--- src/rtl/level_referee.sv ---
// Level referee: counts coins, the level timer and lives, and hands
// level-passed or game-lost requests to the game controller.
// Optional feature: define REFEREE_BONUS_TIME_EN so each coin adds two seconds.
module level_referee (
    input  logic       clk,
    input  logic       reset,
    input  logic [2:0] gameStatus,
    input  logic [2:0] level,
    input  logic       world,
    input  logic       tick,
    input  logic       coinHit,
    input  logic       hazardHit,
    output logic       levelPassed,
    output logic       lose,
    output logic [3:0] coins,
    output logic [6:0] timeLeft,
    output logic [1:0] lives
);

    typedef enum logic [2:0] {
        IDLE,
        PLAY,
        PASS_HOLD,
        LOSE_HOLD,
        WAIT_RESUME,
        DONE
    } state_t;

    state_t     state_q, state_d;
    logic       levelPassed_q, levelPassed_d;
    logic       lose_q, lose_d;
    logic [3:0] coins_q, coins_d;
    logic [6:0] timeLeft_q, timeLeft_d;
    logic [1:0] lives_q, lives_d;

    logic [6:0] limit;
    logic [3:0] target;
    logic [3:0] coinsInc;
    logic [6:0] timeDec;
    logic [6:0] timeNext;
    logic       fatal;
    logic       reachTarget;
    logic       expire;

    assign limit    = 7'd60 - {2'b00, level, 2'b00} - (world ? 7'd10 : 7'd0);
    assign target   = 4'd4 + {1'b0, level};
    assign coinsInc = (coins_q == 4'd15) ? 4'd15 : coins_q + 4'd1;
    assign timeDec  = (tick && timeLeft_q != 7'd0) ? timeLeft_q - 7'd1 : timeLeft_q;

`ifdef REFEREE_BONUS_TIME_EN
    // Bonus is added after the tick decrement so coin plus tick nets +1.
    assign timeNext = !coinHit ? timeDec :
                      (timeDec > 7'd97) ? 7'd99 : timeDec + 7'd2;
`else
    assign timeNext = timeDec;
`endif

    assign fatal       = hazardHit && (lives_q <= 2'd1);
    assign reachTarget = coinHit && (coinsInc >= target);
    assign expire      = tick && (timeLeft_q != 7'd0) && (timeNext == 7'd0);

    always_ff @(posedge clk or negedge reset) begin
        if (!reset) begin
            state_q       <= IDLE;
            levelPassed_q <= 1'b0;
            lose_q        <= 1'b0;
            coins_q       <= 4'd0;
            timeLeft_q    <= 7'd0;
            lives_q       <= 2'd3;
        end else begin
            state_q       <= state_d;
            levelPassed_q <= levelPassed_d;
            lose_q        <= lose_d;
            coins_q       <= coins_d;
            timeLeft_q    <= timeLeft_d;
            lives_q       <= lives_d;
        end
    end

    // Priority inside PLAY: fatal hazard, then target coin, then time expiry.
    always_comb begin
        state_d       = state_q;
        levelPassed_d = levelPassed_q;
        lose_d        = lose_q;
        coins_d       = coins_q;
        timeLeft_d    = timeLeft_q;
        lives_d       = lives_q;

        case (state_q)
            IDLE, WAIT_RESUME: begin
                if (gameStatus == 3'd0) begin
                    coins_d    = 4'd0;
                    timeLeft_d = limit;
                    state_d    = PLAY;
                end else if (state_q == WAIT_RESUME && gameStatus == 3'd3) begin
                    state_d = DONE;
                end
            end
            PLAY: begin
                if (hazardHit && lives_q != 2'd0) begin
                    lives_d = lives_q - 2'd1;
                end
                if (fatal) begin
                    lose_d  = 1'b1;
                    state_d = LOSE_HOLD;
                end else begin
                    if (coinHit) begin
                        coins_d = coinsInc;
                    end
                    timeLeft_d = timeNext;
                    if (reachTarget) begin
                        state_d = PASS_HOLD;
                    end else if (expire) begin
                        lose_d  = 1'b1;
                        state_d = LOSE_HOLD;
                    end
                end
            end
            PASS_HOLD: begin
                if (gameStatus == 3'd1 || gameStatus == 3'd2) begin
                    levelPassed_d = 1'b0;
                    state_d       = WAIT_RESUME;
                end else begin
                    levelPassed_d = 1'b1;
                end
            end
            LOSE_HOLD: begin
                if (gameStatus == 3'd4) begin
                    lose_d  = 1'b0;
                    state_d = DONE;
                end
            end
            DONE: begin
                state_d = DONE;
            end
            default: begin
                state_d = IDLE;
            end
        endcase
    end

    assign levelPassed = levelPassed_q;
    assign lose        = lose_q;
    assign coins       = coins_q;
    assign timeLeft    = timeLeft_q;
    assign lives       = lives_q;

endmodule
--- config.mk ---
export PLATFORM = sky130hd
export DESIGN_NAME = level_referee
export DESIGN_NICKNAME = d
export VERILOG_FILES = /design/src/rtl/level_referee.sv
export SDC_FILE = /design/constraint.sdc
export NUM_CORES = 1
export LEC_CHECK = 0
export ABC_AREA = 1
export CAP_MARGIN = 10
export CELL_PAD_IN_SITES_DETAIL_PLACEMENT = 1
export CELL_PAD_IN_SITES_GLOBAL_PLACEMENT = 1
export CORE_MARGIN = 2
export CORE_UTILIZATION = 48
export DETAILED_ROUTE_END_ITERATION = 7
export DONT_BUFFER_PORTS = 1
export GPL_TIMING_DRIVEN = 0
export PLACE_DENSITY = 0.82
export SLEW_MARGIN = 15
export SYNTH_ARGS = -nofsm -noshare
export SYNTH_HDL_FRONTEND = slang
export SYNTH_SLANG_ARGS = --single-unit
--- constraint.sdc ---
create_clock -name clk -period 5 [get_ports clk]
set_input_delay 1.5 -clock clk [delete_from_list [all_inputs] [get_ports clk]]
set_output_delay 1.5 -clock clk [all_outputs]
set_load 0.01 [all_outputs]
Yosys cells after proc, flatten, opt, wreduce, memory -nomap -nowiden:

Index checks and enable logic that the tools add are counted.

* register bits after elaboration: 18
* latch bits: 0
* bits in writable memories: 0
* memory bits (read-only): 0
* bits of input ports: 12
* output and inout bits: 15
* word-level logic and storage cells: 77
* memories kept: 0

* add/sub/neg operators: 6
* multipliers: 0
* divide/modulo/power cells: 0
* $lt $le $gt $ge: 2
* equal/unequal tests: 19
* shifts and indexed selects: 0
* multiplexer cells: 24
* bitwise operators: 0
* reductions and logical operators: 20

Operators by type and width (number)
* 3-bit 2-to-1 mux: 7
* 7-bit 2-to-1 mux: 3
* 4-bit 2-to-1 mux: 5
* 3-bit one-hot mux with 5 select lines: 1
* 7-bit one-hot mux with 2 select lines: 1
* 3-bit by 2-bit equality test with 1-bit output (second input constant): 4
* 4-bit AND reduction: 3
* 2-bit != test (second input constant): 5
* 3-bit equality test (second input constant): 3
* 3-bit != test (second input constant): 3
* 4-bit one-hot mux with 2 select lines: 1
* 7-bit zero test: 1
* 7-bit nonzero test: 1
* 6-bit by 5-bit subtractor with 7-bit output (first input constant): 1
* 7-bit by 1-bit subtractor with 7-bit output (second input constant): 1
* 7-bit by 4-bit subtractor with 7-bit output: 1
* 3-bit by 1-bit equality test with 1-bit output (second input constant): 2
* 1-bit logical AND: 6
* 3-bit zero test: 2
* 2-bit nonzero test: 3
* 1-bit 2-to-1 mux: 5
* 3-bit by 3-bit adder with 4-bit output (first input constant): 1
* 4-bit by 1-bit adder with 4-bit output (second input constant): 1
* 4-bit equality test (second input constant): 1
* other kinds (9): 9

Depth between registers and ports, before layout:

Gate-level depths: netlist (run 1).

* depth after elaboration: 9
* mapped depth: 15
* mapped depth without buffers: 15

Worst setup path before layout (run 1):

OpenSTA, ideal clock, no wires.

* path kind: input-to-reg
* start: input port level[1]
* end: register state_q[1]
* library setup time: 0.125 ns
* arrival: 2.495 ns
* required time: 4.875 ns
* setup slack: 2.381 ns
* cell stages on the path: 10
* buffers on the path: 0
* cell sequence: inv_1 > ha_1 > inv_1 > nor2_1 > o211ai_1 > nand3_1 > a21oi_1 > nand2_2 > nand3_1 > nand3_1

* longest elaborated chain between the ends: 6
* elaborated cells on any way between the ends: 8
* classes of those cells: add/sub (1); order compare (1); eq/ne (1); mux (3); reduce/logical (2)

Ends and longest elaborated chain
* from (decl): RTL line 8 `input logic [2:0] level,`
* 3-bit by 3-bit adder with 4-bit output (*): RTL line 46 `assign target = 4'd4 + {1'b0, level};`
* 4-bit >= comparator (*): RTL line 59 `assign reachTarget = coinHit && (coinsInc >= target);`
* 1-bit logical AND (*): RTL line 59
* 3-bit 2-to-1 mux: RTL line 111 `if (reachTarget) begin`
* 3-bit 2-to-1 mux: RTL line 103 `if (fatal) begin`
* 3-bit one-hot mux with 5 select lines: RTL line 89 `case (state_q)`
* to (signal assigned): RTL line 71 `state_q <= state_d;`
* to (decl): RTL line 29 `state_t state_q, state_d;`

Mark *: on every way between the ends. The rest lies on a longest branch, timed or not.
A chain may end at the register's enable or synchronous reset.

Worst setup path in the final report (run 1):

Ends and elaborated chain as after synthesis.

==> results of run 1 <==
## path summary, 6_finish.rpt
path | end | cells past startpoint
setup / recovery | state_q[1] | 10
hold / removal | lives[1] | 2
setup reg to reg | state_q[1] | 13
hold reg to reg | lives[1] | 2
max in group asynchronous | lives[1] | 0
min in group asynchronous | timeLeft[5] | 0
## sequential cells by signal, summed over array words and instances, names as in the netlist
name,cells
state_q,3
lose,1
levelPassed,1
coins,4
timeLeft,7
lives,2
## cell type report
class                   count  share of cell area
clock buffers               4              0.0238
multi-input cells         144               0.564
inverters                  36              0.0901
well taps                  31              0.0254
flip-flops and latches     18               0.296
## metal layers
layer | track usage | wire length (µm) | vias up
met4 | 0.0714 | 64 | 0
met3 | 0.0568 | 191 | 7
li1 | - | - | 669
met2 | 0.414 | 1670 | 35
met1 | 0.278 | 1660 | 641
met5 | 0 | 0 | -
## cells in the mapped netlist, types with 4 or more instances
library cell,n
nand3_1,17
nor2_1,14
inv_1,31
a21oi_1,7
nand2_1,38
o21ai_1,4
nor3_1,5
dfrtp_1,16
o21ai_0,6
inv_2,4
ha_1,12
nand4_1,6
o22ai_1,5
## power by group
part	switching [µW]	internal [µW]
registers	118	217
logic	342	193
clock network	50.0	44.5
total	510	455
## cell families after synthesis
group,after synthesis
flops,18
simple gates,97
xor+xnor,4
buf+inv,36
compound gates,31
fa+ha+maj,12
## worst max-delay path, delay by kind of cell
kind,cells,cell delay [ps]
compound gates,2,340
fa+ha+maj,1,290
simple gates,5,450
buf+inv,2,80
## metrics by stage
step,util,cells,hold slack (ps)
after floorplan,-,198,500
after global placement,0.532,229,512
after detailed placement,0.532,229,524
after CTS,0.545,233,541
after global routing,0.545,233,586
final,0.545,233,538
## cells in the final DEF (no fill, tap or decap), types with 2 or more instances in the layout
cell type  count
dfrtp_1       16
clkbuf_4       3
a21oi_2        2
o21ai_1        4
nand2_2        3
dfstp_2        2
o22ai_1        5
nand3_1       17
xor2_1         3
o211ai_1       2
o21ai_0        6
a21oi_1        7
inv_1         31
nand4_1        6
ha_1          12
nand3b_1       2
nand2_1       38
nor2_1        14
nor2_2         3
nor3_1         5
inv_2          4
==> impl_metrics.tcl, run 1 <==
set metrics [dict create \
    run_status "finished, final reports clean" \
    die_area_um2 3480 \
    h-tree-depth 1 \
    antenna_found_initial 0 \
    syn_nets 222 \
    crit_start "level[1]" \
    first_pass_iters 4 \
    post_cts_buffers 0 \
    irDropWorstVdd_uv 263 \
    wl_um 3590 \
    grt_max_degree 19 \
    grt_pass1_vias 1448 \
    die_width_um 59.0 \
    synth_top_family_by_area "simple AND/OR/NAND/NOR gates" \
    io_pins 27 \
    fin_total_pwr_uw 965 \
    criticalPathCategory "input pin to register" \
    start_util 0.518 \
    hp-class "register to register" \
    ys_seq_area_frac 0.312 \
    nets 227 \
    num_rows 19 \
    finalInstanceArea_um2 1530 \
    diodes 0 \
    synth_cells 198 \
    grt-ovfl-total 0 \
    dp_slack_ps 2210 \
    path_cells "inv_1 > ha_1 > inv_1 > nor2_1 > o211ai_1 > nand3_1 > a21oi_1 > nand2_2 > nand3_1 > nand3_1" \
    min_from "lives[1]" \
    ff_latch_area_um2 453 \
    grt.total_usage 0.234 \
    fill_cells 381 \
    cp.required_ps 5200 \
    syn_to_final_growth_pct 5.17 \
    skew_ps 5.30 \
    synthXorXnorAreaFrac 0.0241 \
    synth_area_leaders "dfrtp_1 (28%), ha_1 (10%), nand2_1 (9.8%)" \
    synth.area.mux_share 0 \
    crit_top_cell "nand3_1" \
    min_period_ps 2470 \
    dpl_cell_area_um2 1490 \
    drc 0 \
    postSynthAreaPerCell_um2 7.34 \
    clkSinkCount 18 \
    hold_buffers 0 \
    crit_slowest_cell "ha_1" \
    cts_tree "done" \
    cts_made_buffers 3 \
    worstPathArrival_ps 2660 \
    fmax_mhz 405 \
    drtIter0Drc 52 \
    clock_latency_ps 300 \
    synthAdderAreaFrac 0.103 \
    max-slew-margin-rel 0.737 \
    rsz0062_at_grt "no" \
    synth_edf_count 0 \
    slew_viol_final 0 \
    place_congestion 0.856 \
    ys_seq_elements 18 \
    hold_violations 0 \
    fin_ws_ps 2530 \
    drive_above_1_share 0.129 \
    synth_top_area_share 0.276 \
    vias 1352 \
    viasPerCell 5.80 \
    rr_startpoint "coins[0]" \
    syn-cell-area_um2 1450 \
    synthFlopType "dfrtp_1" \
    startpoint_type "input pin" \
    detail-route-antenna-nets 0 \
    fin_tns_setup_ps 0 \
    period_share 0.493 \
    ys_async_sr_fraction 1.00 \
    cp_max_fo 4 \
    worst_slew_pin_slew_ps 393 \
    cts_resized 0 \
    critPathMaxStageDelay_ps 290 \
    multiInputGateArea_um2 862 \
    crit_path_end_kind "register" \
    ys_warn_count 0 \
    clockRootBuffer "clkbuf_4" \
    cts.clk_slew.worst_paths_ps 110 \
    setup_viol 0 \
    pwr_density_cell_nw_per_um2 631 \
    cts-root-to-sink-buffers 2 \
    synth-compound-area-share 0.128 \
    dpl.hpwl_um 2830 \
    p_leak_uw 0.000775 \
    grt_pass1_wl_um 6230 \
    r2r_slack_ps 2590 \
    yosys.cell_types.count 36 \
    drv_cap 0 \
    synth_top_cell_by_area "dfrtp_1" \
    placeableCoreArea_um2 2810 \
    wire_per_inst_um 15.4 \
    yosys.area_share.simple 0.338 \
    io_buffers 0 \
    die_h_um 59.0 \
]
(Power assumes the default switching activity.)
==> inputs of run 2 (changes only) <==
--- a/config.mk
+++ b/config.mk
@@ -10,11 +10,11 @@
 export CELL_PAD_IN_SITES_DETAIL_PLACEMENT = 1
 export CELL_PAD_IN_SITES_GLOBAL_PLACEMENT = 1
 export CORE_MARGIN = 2
-export CORE_UTILIZATION = 48
+export CORE_UTILIZATION = 45
 export DETAILED_ROUTE_END_ITERATION = 7
 export DONT_BUFFER_PORTS = 1
 export GPL_TIMING_DRIVEN = 0
-export PLACE_DENSITY = 0.82
+export PLACE_DENSITY = 0.77
 export SLEW_MARGIN = 15
 export SYNTH_ARGS = -nofsm -noshare
 export SYNTH_HDL_FRONTEND = slang
==> constraint.sdc (replaced) <==
create_clock -name clk -period 2.55 [get_ports clk]
set_input_delay 0.765 -clock clk [delete_from_list [all_inputs] [get_ports clk]]
set_output_delay 0.765 -clock clk [all_outputs]
set_load 0.01 [all_outputs]
==> impl_metrics.tcl, run 2 (synthesis gave the netlist of run 1 again) <==
set metrics [dict create \
    run_status "finished, final reports clean" \
    place_congestion 0.823 \
    io_buffers 0 \
    r2r_slack_ps 200 \
    drv_cap 0 \
    p_leak_uw 0.000772 \
    cts_tree "done" \
    nets 227 \
    fmax_mhz 425 \
    worst_slew_pin_slew_ps 372 \
    fin_ws_ps 196 \
    hold_violations 0 \
    r2r_end "state_q[1]" \
    wl_um 3450 \
    num_rows 20 \
    wire_per_inst_um 14.0 \
    fill_cells 416 \
    drive_above_1_share 0.144 \
    final_common_cell "nand2_1" \
    critPathMaxStageDelay_ps 470 \
    rsz0062_at_grt "no" \
    fin_tns_setup_ps 0 \
    grt_max_degree 19 \
    die_h_um 60.8 \
    vias 1323 \
    pwr_density_cell_nw_per_um2 1210 \
    die_width_um 60.8 \
    rr_startpoint "coins[0]" \
    grt.total_usage 0.211 \
    cp_max_fo 5 \
    dpl.hpwl_um 2860 \
    syn_to_final_growth_pct 6.72 \
    path_cells "ha_1 > inv_1 > nor3_1 > or2_2 > ha_1 > inv_1 > nor2_1 > o211ai_1 > nand3_1 > a21oi_2 > nand2_2 > nand3_1 > nand3_1" \
    antenna_found_initial 0 \
    hold_slack_ps 132 \
    post_cts_buffers 0 \
    setup_viol 0 \
    crit_top_cell "nand3_1" \
    cts_made_buffers 3 \
    clockRootBuffer "clkbuf_4" \
    clkSinkCount 18 \
    period_share 0.923 \
    hp-class "input pin to async pin" \
    cts.clk_slew.worst_paths_ps 120 \
    grt_pass1_wl_um 5840 \
    diodes 0 \
    die_area_um2 3700 \
    multiInputGateArea_um2 866 \
    dp_slack_ps 169 \
    first_pass_iters 4 \
    cts-root-to-sink-buffers 2 \
    max-slew-margin-rel 0.750 \
    startpoint_type "register" \
    ff_latch_area_um2 455 \
    io_pins 27 \
    clock_latency_ps 310 \
    crit_path_end_kind "register" \
    cp.required_ps 2750 \
    min_period_ps 2350 \
    detail-route-antenna-nets 0 \
    hold_buffers 0 \
    start_util 0.476 \
    reg2reg_depth 13 \
    grt-ovfl-total 0 \
    worstPathArrival_ps 2550 \
    placeableCoreArea_um2 3050 \
    criticalPathCategory "register to register" \
    slew_viol_final 0 \
    mostFrequentLayoutCells "nand2_1 (38), inv_1 (31), nand3_1 (17)" \
    drtIter0Drc 32 \
    largest_reg_flops 7 \
    skew_ps 7.67 \
    drc 0 \
    viasPerCell 5.38 \
    irDropWorstVdd_uv 440 \
    grt_pass1_vias 1316 \
    h-tree-depth 1 \
    crit_slowest_cell "dfrtp_2" \
]
==> run 2: stage by stage <==
step,power [µW],instance area [µm²],util,std cells
after floorplan,1440,1450,-,198
after global routing,2080,1550,0.508,246
after global placement,1630,1510,0.494,242
after CTS,1890,1540,0.506,246
after detailed placement,1700,1510,0.494,242
final,1880,1550,0.508,246
==> run 2: worst max-delay path, delay by kind of cell (launching register included) <==
kind                       cells  cell delay (ps)
and+or+nand+nor                7              780
adders and majority gates      2              520
DFF                            1              470
AOI/OAI and AO/OA              2              320
buffers and inverters          2              140
==> run 2: what timing repair did <==
item	CTS	global route
gates resized for setup	0	3
hold endpoints to repair	0	0
endpoints found under the setup margin	0	3
==> run 2: area by class of cell <==
cell class / instances / area share
multi-input cells: 144 / 0.559
flip-flops and latches: 18 / 0.294
inverters: 36 / 0.0888
well taps: 44 / 0.0355
clock buffers: 4 / 0.0234
==> run 2: routing by layer <==
metal | global-route usage | up-vias | share of wire
li1 | - | 671 | -
met1 | 0.281 | 622 | 0.47
met2 | 0.355 | 25 | 0.47
met3 | 0.0362 | 5 | 0.050
met4 | 0.0559 | 0 | 0.0098
met5 | 0 | - | 0
==> run 2: power breakdown <==
part	switching [µW]	leakage, µW	internal (µW)
logic	653	0.000535	381
clock network	98.9	0.0000210	87.2
registers	230	0.000216	429
==> run 2: how the worst max path moves through the flow <==
stage | depth (start not counted) | end | start | slack, ps
after floorplan | 13 | state_q[1] | coins[0] | 410
after global placement | 13 | state_q[1] | coins[0] | 230
after detailed placement | 13 | state_q[0] | coins[0] | 170
after CTS | 13 | state_q[1] | coins[0] | 140
after global routing | 13 | state_q[1] | coins[0] | 20
final | 13 | state_q[1] | coins[0] | 200
==> inputs of run 3 (changes only) <==
--- a/config.mk
+++ b/config.mk
@@ -10,11 +10,12 @@
 export CELL_PAD_IN_SITES_DETAIL_PLACEMENT = 1
 export CELL_PAD_IN_SITES_GLOBAL_PLACEMENT = 1
 export CORE_MARGIN = 2
-export CORE_UTILIZATION = 45
+export CORE_UTILIZATION = 47
+export CTS_BUF_LIST = sky130_fd_sc_hd__clkbuf_2 sky130_fd_sc_hd__clkbuf_4 sky130_fd_sc_hd__clkbuf_8
 export DETAILED_ROUTE_END_ITERATION = 7
 export DONT_BUFFER_PORTS = 1
 export GPL_TIMING_DRIVEN = 0
-export PLACE_DENSITY = 0.77
+export PLACE_DENSITY = 0.8
 export SLEW_MARGIN = 15
 export SYNTH_ARGS = -nofsm -noshare
 export SYNTH_HDL_FRONTEND = slang
==> impl_metrics.tcl, run 3 (synthesis gave the netlist of run 1 again) <==
set metrics [dict create \
    multiInputGateArea_um2 883 \
    num_rows 20 \
    drv_cap 0 \
    diodes 0 \
    first_pass_iters 4 \
    hold_violations 0 \
    dpl_cell_area_um2 1490 \
    die_area_um2 3550 \
    cts_made_buffers 3 \
    cts.clk_slew.worst_paths_ps 110 \
    wl_um 3740 \
    dp_slack_ps 101 \
    syn_to_final_growth_pct 6.89 \
    skew_ps 8.70 \
    grt_pass1_vias 1528 \
    fmax_mhz 417 \
    period_share 0.941 \
    worst_slew_pin_slew_ps 384 \
    io_buffers 0 \
    clockRootBuffer "clkbuf_4" \
    grt.total_usage 0.238 \
    post_cts_buffers 0 \
    cp_max_fo 4 \
    fill_cells 398 \
    min_period_ps 2400 \
    drtIter0Drc 70 \
    finalInstanceArea_um2 1550 \
    clkSinkCount 18 \
    wire_per_inst_um 15.9 \
    antenna_found_initial 0 \
    dpl.hpwl_um 3000 \
    detail-route-antenna-nets 0 \
    p_leak_uw 0.000777 \
    startpoint_type "register" \
    crit_path_end_kind "register" \
    placeableCoreArea_um2 3000 \
    cts_tree "done" \
    io_pins 27 \
    grt-ovfl-total 0 \
    worstPathArrival_ps 2580 \
    criticalPathCategory "register to register" \
    fin_tns_setup_ps 0 \
    irDropWorstVdd_uv 503 \
    ff_latch_area_um2 454 \
    hp-class "input pin to async pin" \
    setup_viol 0 \
    place_congestion 0.842 \
    fin_total_pwr_uw 1910 \
    largest_reg_flops 7 \
    cp.required_ps 2730 \
    drc 0 \
    start_util 0.484 \
    rsz0062_at_grt "no" \
    die_width_um 59.6 \
    grt_pass1_wl_um 6470 \
    slew_viol_final 0 \
    cts-root-to-sink-buffers 2 \
    drive_above_1_share 0.163 \
    mostFrequentLayoutCells "nand2_1 (38), inv_1 (30), nand3_1 (15), dfrtp_1 (15), nor2_1 (14)" \
    fin_ws_ps 152 \
    die_h_um 59.6 \
    grt_max_degree 19 \
    pwr_density_cell_nw_per_um2 1230 \
    final_common_cell "nand2_1" \
    run_status "finished, final reports clean" \
    h-tree-depth 1 \
    nets 227 \
    vias 1357 \
    viasPerCell 5.77 \
    max-slew-margin-rel 0.742 \
    clock_latency_ps 300 \
]
-- run 3: path summary, 6_finish.rpt --
| kind | from | end | slack (ps) | cells after the start |
|---|---|---|---|---|
| max in group asynchronous | reset | lives[1] | 2240 | 0 |
| max | coins[1] | state_q[1] | 150 | 11 |
| min in group clk | lives[1] | lives[1] | 530 | 2 |
| min | reset | levelPassed | 140 | 0 |
| max reg2reg | coins[1] | state_q[1] | 150 | 11 |
| min reg2reg | lives[1] | lives[1] | 530 | 2 |
-- run 3: stage by stage --
step	cells	hold WS, ps	utilization
after global routing	235	115	0.517
after CTS	235	126	0.510
after floorplan	198	469	-
final	235	137	0.517
after detailed placement	231	470	0.498
after global placement	231	470	0.498
-- run 3: layout make-up --
class	count	share of cell area
inverters	36	0.0886
flip-flops and latches	18	0.293
multi-input cells	144	0.569
clock buffers	4	0.0234
well taps	33	0.0266
-- run 3: power breakdown --
part	switching, µW	leakage [µW]	internal [µW]	total, µW
Combinational	677	0.000539	388	1070
Clock	96.5	0.0000210	87.1	184
Sequential	232	0.000217	428	660
Total	1010	0.000777	903	1910
-- run 3: critical path, stage by stage (launching register included) --
cell	delay (ps)
dfrtp_1	470
ha_2	320
or2_2	320
ha_1	300
inv_1	60
nor2_1	40
o211ai_1	210
nand3_2	140
a21oi_2	160
nand2_2	90
nand3_1	70
nand3_1	80
-- run 3: layer usage --
layer	vias to the layer above	wire length (µm)	track usage	share of wire
li1	669	-	-	-
met1	654	1550	0.275	0.41
met2	28	1990	0.432	0.53
met3	6	157	0.0415	0.042
met4	0	49	0.0921	0.013
met5	-	0	0	0
-- run 3: timing repair --
item | 4_1_cts | 5_1_grt
hold buffers | 0 | 0
resized for setup | 0 | 7
setup endpoints to repair | 0 | 4
